--- src/rtl/ser_ctrl_pkg.sv ---
// Shared types and constants for the serializer load controller.
// PRBS7 constants are only consumed when SER_LOAD_CTRL_PRBS_EN is defined.
package ser_ctrl_pkg;

   typedef enum logic [1:0] {
      S_IDLE,
      S_PRIME,
      S_RUN
   } ser_ctrl_state_t;

   // x^7 + x^6 + 1: feedback taps on state bits 6 and 5
   localparam logic [6:0] PRBS7_POLY = 7'b110_0000;
   localparam logic [6:0] PRBS7_SEED = 7'h7F;

endpackage

--- src/rtl/prbs7_gen.sv ---
// Parallel PRBS7 generator producing W fresh bits per advance (bit 0 generated first).
// Built only when SER_LOAD_CTRL_PRBS_EN is defined.
`ifdef SER_LOAD_CTRL_PRBS_EN
module prbs7_gen
   import ser_ctrl_pkg::*;
#(
   parameter int W = 8
) (
   input  logic         clk_i,
   input  logic         rst_i,
   input  logic         clr_i,
   input  logic         adv_i,
   output logic [W-1:0] word_o
);

   logic [6:0] lfsr_q;
   logic [6:0] lfsr_d;

   // Unroll W serial steps; word_o shows the bits the next advance consumes
   always_comb begin
      logic [6:0] s;
      logic       fb;
      s      = lfsr_q;
      word_o = '0;
      for (int i = 0; i < W; i++) begin
         fb        = ^(s & PRBS7_POLY);
         word_o[i] = fb;
         s         = {s[5:0], fb};
      end
      lfsr_d = s;
   end

   always_ff @(posedge clk_i or posedge rst_i) begin
      if (rst_i) begin
         lfsr_q <= PRBS7_SEED;
      end else if (clr_i) begin
         lfsr_q <= PRBS7_SEED;
      end else if (adv_i) begin
         lfsr_q <= lfsr_d;
      end
   end

endmodule
`endif

--- src/rtl/serializer_load_ctrl.sv ---
// Feeds one parallel word per INPUTS_NUM-cycle frame to a tree serializer, with idle-word fill on underrun.
// Define SER_LOAD_CTRL_PRBS_EN to fill underruns with PRBS7 data instead of the constant IDLE_WORD.
module serializer_load_ctrl
   import ser_ctrl_pkg::*;
#(
   parameter int                    INPUTS_NUM = 8,
   parameter int                    CNT_W      = $clog2(INPUTS_NUM),
   parameter logic [INPUTS_NUM-1:0] IDLE_WORD  = '0
) (
   input  logic                  CLK,
   input  logic                  RESET,
   input  logic                  ENABLE,
   input  logic [INPUTS_NUM-1:0] DATA_I,
   input  logic                  VALID_I,
   output logic                  READY_O,
   output logic [INPUTS_NUM-1:0] PAR_OUT,
   output logic                  FRAME_O,
   output logic                  UNDERRUN_O,
   input  logic                  CLR_UNDERRUN
);

   localparam logic [CNT_W-1:0] CNT_MAX = CNT_W'(INPUTS_NUM - 1);

   ser_ctrl_state_t       state_q, state_d;
   logic [CNT_W-1:0]      cnt_q, cnt_d;
   logic                  hold_full_q, hold_full_d;
   logic [INPUTS_NUM-1:0] hold_q;
   logic [INPUTS_NUM-1:0] par_q, par_d;
   logic                  frame_q, frame_d;
   logic                  underrun_q, underrun_d;

   logic                  load_slot;
   logic                  ready;
   logic                  accept;
   logic                  underrun_set;
   logic [INPUTS_NUM-1:0] idle_word;

   assign load_slot = (state_q == S_RUN) && (cnt_q == CNT_MAX);
   assign ready     = ENABLE && (state_q != S_IDLE) && (!hold_full_q || load_slot);
   assign accept    = VALID_I && ready;

`ifdef SER_LOAD_CTRL_PRBS_EN
   prbs7_gen #(
      .W (INPUTS_NUM)
   ) u_prbs7_gen (
      .clk_i  (CLK),
      .rst_i  (RESET),
      .clr_i  (state_q == S_IDLE),
      .adv_i  (underrun_set),
      .word_o (idle_word)
   );
`else
   assign idle_word = IDLE_WORD;
`endif

   always_comb begin
      state_d      = state_q;
      cnt_d        = cnt_q;
      hold_full_d  = hold_full_q;
      par_d        = par_q;
      frame_d      = 1'b0;
      underrun_set = 1'b0;
      case (state_q)
         S_IDLE: begin
            cnt_d       = '0;
            hold_full_d = 1'b0;
            par_d       = IDLE_WORD;
            if (ENABLE) begin
               state_d = S_PRIME;
               cnt_d   = CNT_MAX;
            end
         end
         S_PRIME: begin
            // Counter parked on the load slot so the first RUN cycle loads
            cnt_d = CNT_MAX;
            if (!ENABLE) begin
               state_d     = S_IDLE;
               cnt_d       = '0;
               hold_full_d = 1'b0;
            end else begin
               if (accept) begin
                  hold_full_d = 1'b1;
               end
               if (hold_full_q) begin
                  state_d = S_RUN;
               end
            end
         end
         S_RUN: begin
            cnt_d = cnt_q + CNT_W'(1);
            if (load_slot) begin
               frame_d = 1'b1;
               if (!ENABLE) begin
                  par_d       = IDLE_WORD;
                  hold_full_d = 1'b0;
                  state_d     = S_IDLE;
                  cnt_d       = '0;
               end else if (hold_full_q) begin
                  par_d       = hold_q;
                  hold_full_d = accept;
               end else begin
                  par_d        = idle_word;
                  underrun_set = 1'b1;
                  hold_full_d  = accept;
               end
            end else if (accept) begin
               hold_full_d = 1'b1;
            end
         end
         default: begin
            state_d = S_IDLE;
         end
      endcase

      // A new underrun outranks a concurrent clear
      if (underrun_set) begin
         underrun_d = 1'b1;
      end else if (CLR_UNDERRUN) begin
         underrun_d = 1'b0;
      end else begin
         underrun_d = underrun_q;
      end
   end

   always_ff @(posedge CLK or posedge RESET) begin
      if (RESET) begin
         state_q     <= S_IDLE;
         cnt_q       <= '0;
         hold_full_q <= 1'b0;
         par_q       <= IDLE_WORD;
         frame_q     <= 1'b0;
         underrun_q  <= 1'b0;
      end else begin
         state_q     <= state_d;
         cnt_q       <= cnt_d;
         hold_full_q <= hold_full_d;
         par_q       <= par_d;
         frame_q     <= frame_d;
         underrun_q  <= underrun_d;
      end
   end

   // Hold data is qualified by hold_full_q, so it needs no reset
   always_ff @(posedge CLK) begin
      if (accept) begin
         hold_q <= DATA_I;
      end
   end

   assign READY_O    = ready;
   assign PAR_OUT    = par_q;
   assign FRAME_O    = frame_q;
   assign UNDERRUN_O = underrun_q;

endmodule

--- config.mk ---
export PLATFORM = sky130hd
export DESIGN_NAME = serializer_load_ctrl
export DESIGN_NICKNAME = d
export VERILOG_FILES = /design/src/rtl/ser_ctrl_pkg.sv /design/src/rtl/prbs7_gen.sv /design/src/rtl/serializer_load_ctrl.sv
export SDC_FILE = /design/constraint.sdc
export NUM_CORES = 1
export LEC_CHECK = 0
export CAP_MARGIN = 20
export CORE_MARGIN = 2
export CORE_UTILIZATION = 48
export CTS_CLUSTER_DIAMETER = 30
export DETAILED_ROUTE_END_ITERATION = 10
export MAX_ROUTING_LAYER = met4
export PLACE_DENSITY = 0.79
export SLEW_MARGIN = 15
export SYNTH_ARGS = -nofsm -noshare
export SYNTH_HDL_FRONTEND = slang
export SYNTH_SLANG_ARGS = --single-unit
--- constraint.sdc ---
create_clock -name CLK -period 2.5 [get_ports CLK]
set_clock_uncertainty 0.2 [all_clocks]
set_input_delay 0.5 -clock CLK [delete_from_list [all_inputs] [get_ports CLK]]
set_output_delay 0.5 -clock CLK [all_outputs]
set_load 0.1 [all_outputs]
; ---- Word-level counts from Yosys, hierarchy flattened
; Index checks and enable logic that the tools add are counted.
[classes]
add_sub_neg = 1
n_mux = 27
n_reduce_logical = 15
n_eq_ne = 7
[op_table]
columns = operator, count
row1 = 8-bit 2-to-1 mux, 3
row2 = 8-bit one-hot mux with 2 select lines, 1
row3 = 1-bit 2-to-1 mux, 12
row4 = 2-bit 2-to-1 mux, 5
row5 = 3-bit 2-to-1 mux, 3
row6 = 2-bit nonzero test, 4
row7 = "2-bit != test, second input constant", 3
row8 = 2-bit one-hot mux with 3 select lines, 1
row9 = 3-bit one-hot mux with 2 select lines, 1
row10 = 1-bit logical AND, 4
row11 = 4-bit AND reduction, 1
row12 = "3-bit by 1-bit adder with 3-bit output, second input constant", 1
row13 = "3-bit == test, second input constant", 1
row14 = "3-bit != test, second input constant", 1
row15 = 1-bit one-hot mux with 3 select lines, 1
row16 = 3-bit nonzero test, 1
row17 = "2-bit by 1-bit == test with 1-bit output, second input constant", 1
row18 = "2-bit == test, second input constant", 1
row19 = 2-bit logical NOT, 1
row20 = 2-bit AND reduction, 1
row21 = 2-bit OR reduction, 1
row22 = 1-bit logical NOT, 1
row23 = 1-bit logical OR, 1
[totals]
in_bits = 13
elab_cells = 57
register_bits = 24
out_inout_bits = 11

; ---- Logic depth before layout (Yosys ltp)
[depth]
ltp_word = 8
depth_mapped = 7
mapped_depth_nobuf = 6

; ---- Least setup slack after synthesis
; OpenSTA, ideal clock, no wires.
[synth_path]
kind = register -> output
startpoint = reg state_q[0]
endpoint = out READY_O
path_stages_with_launch = 5
setup_slack_ps = -500
arrival_ps = 2300
required_time_ps = 1800
cell_sequence = dfrtp_1 > inv_1 > ha_1 > nand2b_1 > a21oi_1
[synth_via]
elab_chain_cells = 4
elab_cells_between_ends = 6
classes_between = eq/ne: 1 / reduce/logical: 5
[synth_rtl]
columns = item, line
row1 = start: declaration, serializer_load_ctrl.sv:24  ; ser_ctrl_state_t state_q, state_d;
row2 = start signal: assignment, serializer_load_ctrl.sv:134  ; state_q <= state_d;
row3 = 2-bit == test, serializer_load_ctrl.sv:38  ; assign load_slot = (state_q == S_RUN) && (cnt_q == CNT_MAX);
row4 = 1-bit logical AND, serializer_load_ctrl.sv:38
row5 = 1-bit logical OR, serializer_load_ctrl.sv:39  ; assign ready = ENABLE && (state_q != S_IDLE) && (!hold_full_q || load_slot);
row6 = 1-bit logical AND *, serializer_load_ctrl.sv:39
row7 = end: declaration, serializer_load_ctrl.sv:15  ; output logic READY_O,
; Every way passes the cells marked *; elsewhere a longest branch is shown, timed or not.

; ---- Worst setup path in the final report
; Same ends and word-level chain as after synthesis.

==> out/qor.yml <==
outcome: "complete, no violations"
async_reset_ff_frac: 0.667
area_growth_pct: 28.1
antenna_found_initial: 0
fillers: 166
rows: 17
grt_max_degree: 17
worst_setup_path_start_kind: "flop"
grt_pass1_wl_um: 3040
clk_pin_slew_ps: 130
cts.root.buffer_cell: "clkbuf_4"
min_period_ps: 2360
arrival_ps: 1660
finalHoldViolCount: 0
wirelength_um: 1810
holdPathEnd: "PAR_OUT[5]"
die_w_um: 51.2
critical_path_class: "flop to output pin"
clk_path_buf_depth: 2
grtUsageTotal: 0.163
htree_levels: 1
min-delay-path-class: "flop to flop"
finalCritPeriodShare: 0.944
wire_per_inst_um: 13.1
pwr-share-clk: 0.279
core_area_mm2: 0.00215
pin_count: 24
max_freq_mhz: 424
cts_buffers: 3
min-delay-start: "hold_q[5]"
dpl.hpwl_um: 1350
swShare: 0.284
finalSetupViolCount: 0
worstPathMaxFanout: 7
detail_route.iter0.violations: 19
tightest_slew_ps: 589
switching_power_uw: 279
r2r_slack_ps: 680
r2r_cells: 5
dr.pass1.iters: 5
vias: 710
syn_inst: 84
synthFlopType: "dfrtp_1"
drc_errors: 0
grt_setup_unrepaired: "false"
setup-tns-final_ps: 0
ant_nets: 0
vias_per_cell: 5.14
ff_latch_area_um2: 641
peakVddDrop_uv: 454
syn_area_per_cell_um2: 12.7
gp_congestion: 0.880
clock_latency_ps: 310
p_int_uw: 704
ys_seq_area_frac: 0.600
comb_power_share: 0.255
nets: 130
dieHeight_um: 51.2
synth_nets: 103
overflow: 0
fin_util: 0.637
mappedNetlistArea_mm2: 0.00107
p_leak_uw: 0.000614
min_path_cells: 1
holdBufCountCts: 0
post_cts_buffers: 0
power.density_mw_per_mm2: 718
post_cts_resized: 0
cts_tree: "yes"
multi_input_area_um2: 388
synth_edf_count: 8
ys_ff_latch: 24
drive_gt1_frac: 0.318
start_util: 0.497
yosysWarnings: 0
r2r_start: "state_q[0]"
critPathRequiredTime_ps: 1800
seqPwrFrac: 0.466
timing.final.max_slew_violations: 0
grt_pass1_vias: 672
n_antenna_cell: 0
max_cap_violations: 0
relSlewSlack: 0.607
synthDistinctLibCells: 27
reg2reg_to: "hold_q[7]"
cts.sinks: 24
critical_path.endpoint_type: "output pin"
port_buffers: 23
dieArea_mm2: 0.00262
power by group through the flow:
stage	sequential [µW]	clock, µW	combinational (µW)
floorplan	462	0	170
global placement	463	0	244
detailed placement	465	0	251
CTS	457	283	253
global route	461	298	279
finish	458	274	251
cell families after synthesis:
group | synth area share
AND/OR/NAND/NOR | 0.105
adder cells (fa/ha/maj) | 0.0703
buffers and inverters | 0.0410
flip-flops | 0.600
AO/OA/AOI/OAI | 0.184
placed cells by master (no fill, tap or decap), drive strengths merged:
| cell | Yosys | routed |
|---|---|---|
| o21ai | 6 | 6 |
| nand2b | 3 | 3 |
| ha | 6 | 6 |
| clkbuf | 0 | 3 |
| edfxtp | 8 | 8 |
| o22ai | 2 | 2 |
| nor2 | 1 | 1 |
| a32o | 1 | 1 |
| a31o | 1 | 1 |
| inv | 6 | 6 |
| or2 | 1 | 1 |
| dfrtp | 16 | 16 |
| and3 | 1 | 1 |
| o211ai | 1 | 1 |
| and2b | 3 | 3 |
| a21o | 1 | 1 |
| a21oi | 4 | 4 |
| a22o | 8 | 8 |
| nand2 | 7 | 7 |
| buf | 3 | 13 |
| nand3b | 1 | 1 |
| o2bb2ai | 1 | 1 |
| nand3 | 2 | 2 |
| clkdlybuf4s50 | 0 | 12 |
| o31ai | 1 | 1 |
| bufinv | 0 | 1 |
stage by stage:
step / total power [µW] / setup WS [ps] / cell area, µm² / cells / hold slack, ps
after floorplan: 632 / 121 / 1070 / 84 / 214
after global placement: 707 / 401 / 1320 / 134 / 250
after detailed placement: 716 / 398 / 1320 / 134 / 254
after CTS: 993 / 146 / 1370 / 138 / 284
after global routing: 1040 / 31.0 / 1370 / 138 / 307
final: 983 / 140 / 1370 / 138 / 281
worst max-delay path by stage:
stage	from	endpoint	slack (ps)
2_1_floorplan	state_q[0]	READY_O	120
3_3_place_gp	ENABLE	READY_O	400
3_5_place_dp	ENABLE	READY_O	400
4_1_cts	state_q[0]	READY_O	150
5_1_grt	state_q[1]	READY_O	30
6_report	state_q[0]	READY_O	140
layout make-up:
type                    instances  share of cell area
clock buffers                   3              0.0165
clock inverters                 1              0.0219
inverters                       6              0.0165
multi-input cells              51               0.283
flip-flops and latches         24               0.468
well taps                      28              0.0256
repair buffers                 25               0.168
cells in the mapped netlist, types with 2 or more instances:
| master | number | share of area |
|---|---|---|
| nand2_1 | 6 | 0.021 |
| a22o_2 | 8 | 0.075 |
| inv_1 | 5 | 0.018 |
| dfrtp_1 | 16 | 0.37 |
| buf_2 | 2 | 0.0094 |
| nand3_1 | 2 | 0.0094 |
| edfxtp_1 | 8 | 0.22 |
| and2b_2 | 3 | 0.025 |
| a21oi_1 | 3 | 0.014 |
| ha_1 | 6 | 0.070 |
| o21ai_0 | 6 | 0.028 |
| o22ai_1 | 2 | 0.012 |
| nand2b_1 | 3 | 0.018 |
flip-flops by register name, indices dropped and copies added (netlist names):
signal       cells
hold_full_q      1
state_q          2
PAR_OUT          8
cnt_q            3
UNDERRUN_O       1
FRAME_O          1
hold_q           8
critical path, cell delays in order (launching register included):
cell and delay [ps]:
dfrtp_1 450, inv_1 110, ha_1 290, nand2_2 120
a21oi_2 200, buf_12 190
per-layer routing:
layer  global-route usage  wire (µm)  up-vias
met5                    -          0        -
met4               0.0676         12        0
met3               0.0175         66        2
met2                0.255        891       14
met1                0.220        835      338
li1                     -          -      356
Note: power is estimated with default switching activity, not from simulation.
==> patch (same flow settings) <==
Build with the macro `SER_LOAD_CTRL_PRBS_EN` defined.
--- a/src/rtl/prbs7_gen.sv
+++ b/src/rtl/prbs7_gen.sv
@@ -1,5 +1,7 @@
 // Parallel PRBS7 generator producing W fresh bits per advance (bit 0 generated first).
 // Built only when SER_LOAD_CTRL_PRBS_EN is defined.
+`define SER_LOAD_CTRL_PRBS_EN
+
 `ifdef SER_LOAD_CTRL_PRBS_EN
 module prbs7_gen
    import ser_ctrl_pkg::*;
Function: no difference found for any inputs over 10 cycles, from zero or initial values and one cycle with RESET high; that may be too few to reach the edited logic, so the function may still have changed.
==> patch against the original RTL <==
- the run now ends with DRC left
- die area is 32% higher
- area after synthesis is 35% higher
- global-route usage is 4.7 points higher
- first-iteration DRC count is 110% higher
- setup slack better by 0.029 ns
- sequential power is 25% higher
- register-to-register slack worse by 0.19 ns
- clock power is 13% higher
- cell area is 30% higher
- largest power group unchanged
- sequential cell count is 7 higher
- combinational power is 22% higher
- routed wire length is 63% higher
- utilization is 0.20 points lower
- power is 21% higher
==> patch: results (changes against the original RTL) <==
\begin{tabular}{lr}
\hline
Metric & Value \\
\hline
\multicolumn{2}{l}{\textbf{Run status}} \\
\quad Outcome & finished, violations left (was finished clean) \\
\quad Violated checks & DRC \\
\multicolumn{2}{l}{\textbf{Worst setup path}} \\
\quad Reg-to-reg setup timing slack & 0.49 ns (was 0.68 ns) \\
\quad Arrival @ worst endpoint & 1.63 ns (was 1.66 ns) \\
\quad Top cell family by delay on the critical path & buffers and inverters (was flip-flops) \\
\multicolumn{2}{l}{\textbf{Layout}} \\
\quad Fraction of layout instances using a drive strength above 1 & 20.36\% (was 31.82\%) \\
\quad Count of plain and timing-repair buffers & 27 (was 25) \\
\quad Net count of the finished layout & 185 (was 130) \\
\quad Layout multi-input combinational cell count & 93 (was 51) \\
\quad Non-clock buffers, area share & 13.76\% (was 16.82\%) \\
\quad Number of clock-tree buffers in the layout & 7 (was 3) \\
\quad Total area of sequential cells & 824.5 um2 (was 640.6 um2) \\
\quad Share of cell area taken by multi-input logic gates & 32.72\% (was 28.34\%) \\
\multicolumn{2}{l}{\textbf{Routing}} \\
\quad First-pass iteration count of the detailed router & 7 (was 5) \\
\quad Average via count per standard cell & 5.500 (was 5.145) \\
\quad Count of unresolved DRC violations after routing & 2 (was 0) \\
\multicolumn{2}{l}{\textbf{Hold path}} \\
\quad Hold WC Path Type & primary input to asynchronous set/reset pin (was register to register) \\
\multicolumn{2}{l}{\textbf{Clocking}} \\
\quad Insertion delay of the later-clocked pin in the worst-skew pair & 0.34 ns (was 0.31 ns) \\
\quad Total clock buffers created by CTS & 5 (was 3) \\
\quad Clock Sinks & 31 (was 24) \\
\multicolumn{2}{l}{\textbf{Power}} \\
\quad Design Power & 0.001187 W (was 0.0009827 W) \\
\quad Switching Fraction & 32.07\% (was 28.35\%) \\
\multicolumn{2}{l}{\textbf{GRT}} \\
\quad Pin count of the biggest net entering global routing & 24 (was 17) \\
\quad Wire length of the first global-routing pass & 5175 um (was 3036 um) \\
\quad Global-route total usage across every layer & 21.07\% (was 16.34\%) \\
\multicolumn{2}{l}{\textbf{Synthesis}} \\
\quad Post-synth ARST share & 74.19\% (was 66.67\%) \\
\multicolumn{2}{l}{\textbf{Place}} \\
\quad Placed wire-length estimate & 2143 um (was 1349 um) \\
\multicolumn{2}{l}{\textbf{Timing}} \\
\quad Slew Limit Headroom & 64.80\% (was 60.67\%) \\
\hline
\end{tabular}
## patch: cell count changes after synthesis, moves of 6 or more
cell / change
sky130_fd_sc_hd__a21oi_1: +9
sky130_fd_sc_hd__a22o_2: -8
sky130_fd_sc_hd__dfstp_2: +7
sky130_fd_sc_hd__nand2_1: +20
sky130_fd_sc_hd__nor2_1: +6
sky130_fd_sc_hd__o21ai_0: +10
sky130_fd_sc_hd__xnor2_1: +7
## patch: how the worst max path moves through the flow
stage | start | endpoint | slack (ns) | cells after the start
after CTS | state_q[0] | READY_O | 0.07 | 5
after global placement | ENABLE | hold_q[1] | 0.37 | 4
final | state_q[0] | READY_O | 0.17 | 6
after detailed placement | ENABLE | hold_q[1] | 0.33 | 4
after floorplan | state_q[0] | hold_q[0] | 0.13 | 5
after global routing | cnt_q[0] | READY_O | 0.05 | 5
## patch: metal layers
| metal | routed length (um) | share of wire, % | track usage, % | vias to the layer above |
|---|---|---|---|---|
| li1 | - | - | - | 527 |
| met1 | 1265 | 43 | 26.14 | 519 |
| met2 | 1430 | 49 | 30.79 | 32 |
| met3 | 132 | 4.5 | 4.835 | 11 |
| met4 | 110 | 3.7 | 13.64 | 0 |
| met5 | 0 | 0 | - | - |
## patch: stage by stage
step                worst slack [ns]  utilization [%]  cells  instance area [um2]
floorplan                     0.1330                -    136                 1451
global placement              0.3682            60.84    190                 1707
detailed placement            0.3327            60.84    190                 1707
CTS                          0.07496            62.98    198                 1767
global route                 0.04962            63.51    198                 1782
finish                        0.1692            63.51    198                 1782
## patch: kinds of logic after synthesis
family          after synthesis  synth area share (%)
buf+inv                      12                 4.082
flops                        31                 57.25
xor+xnor                      8                 4.866
mux                           2                 1.390
compound gates               39                 15.47
fa+ha+maj                     6                 5.213
simple gates                 38                 11.73
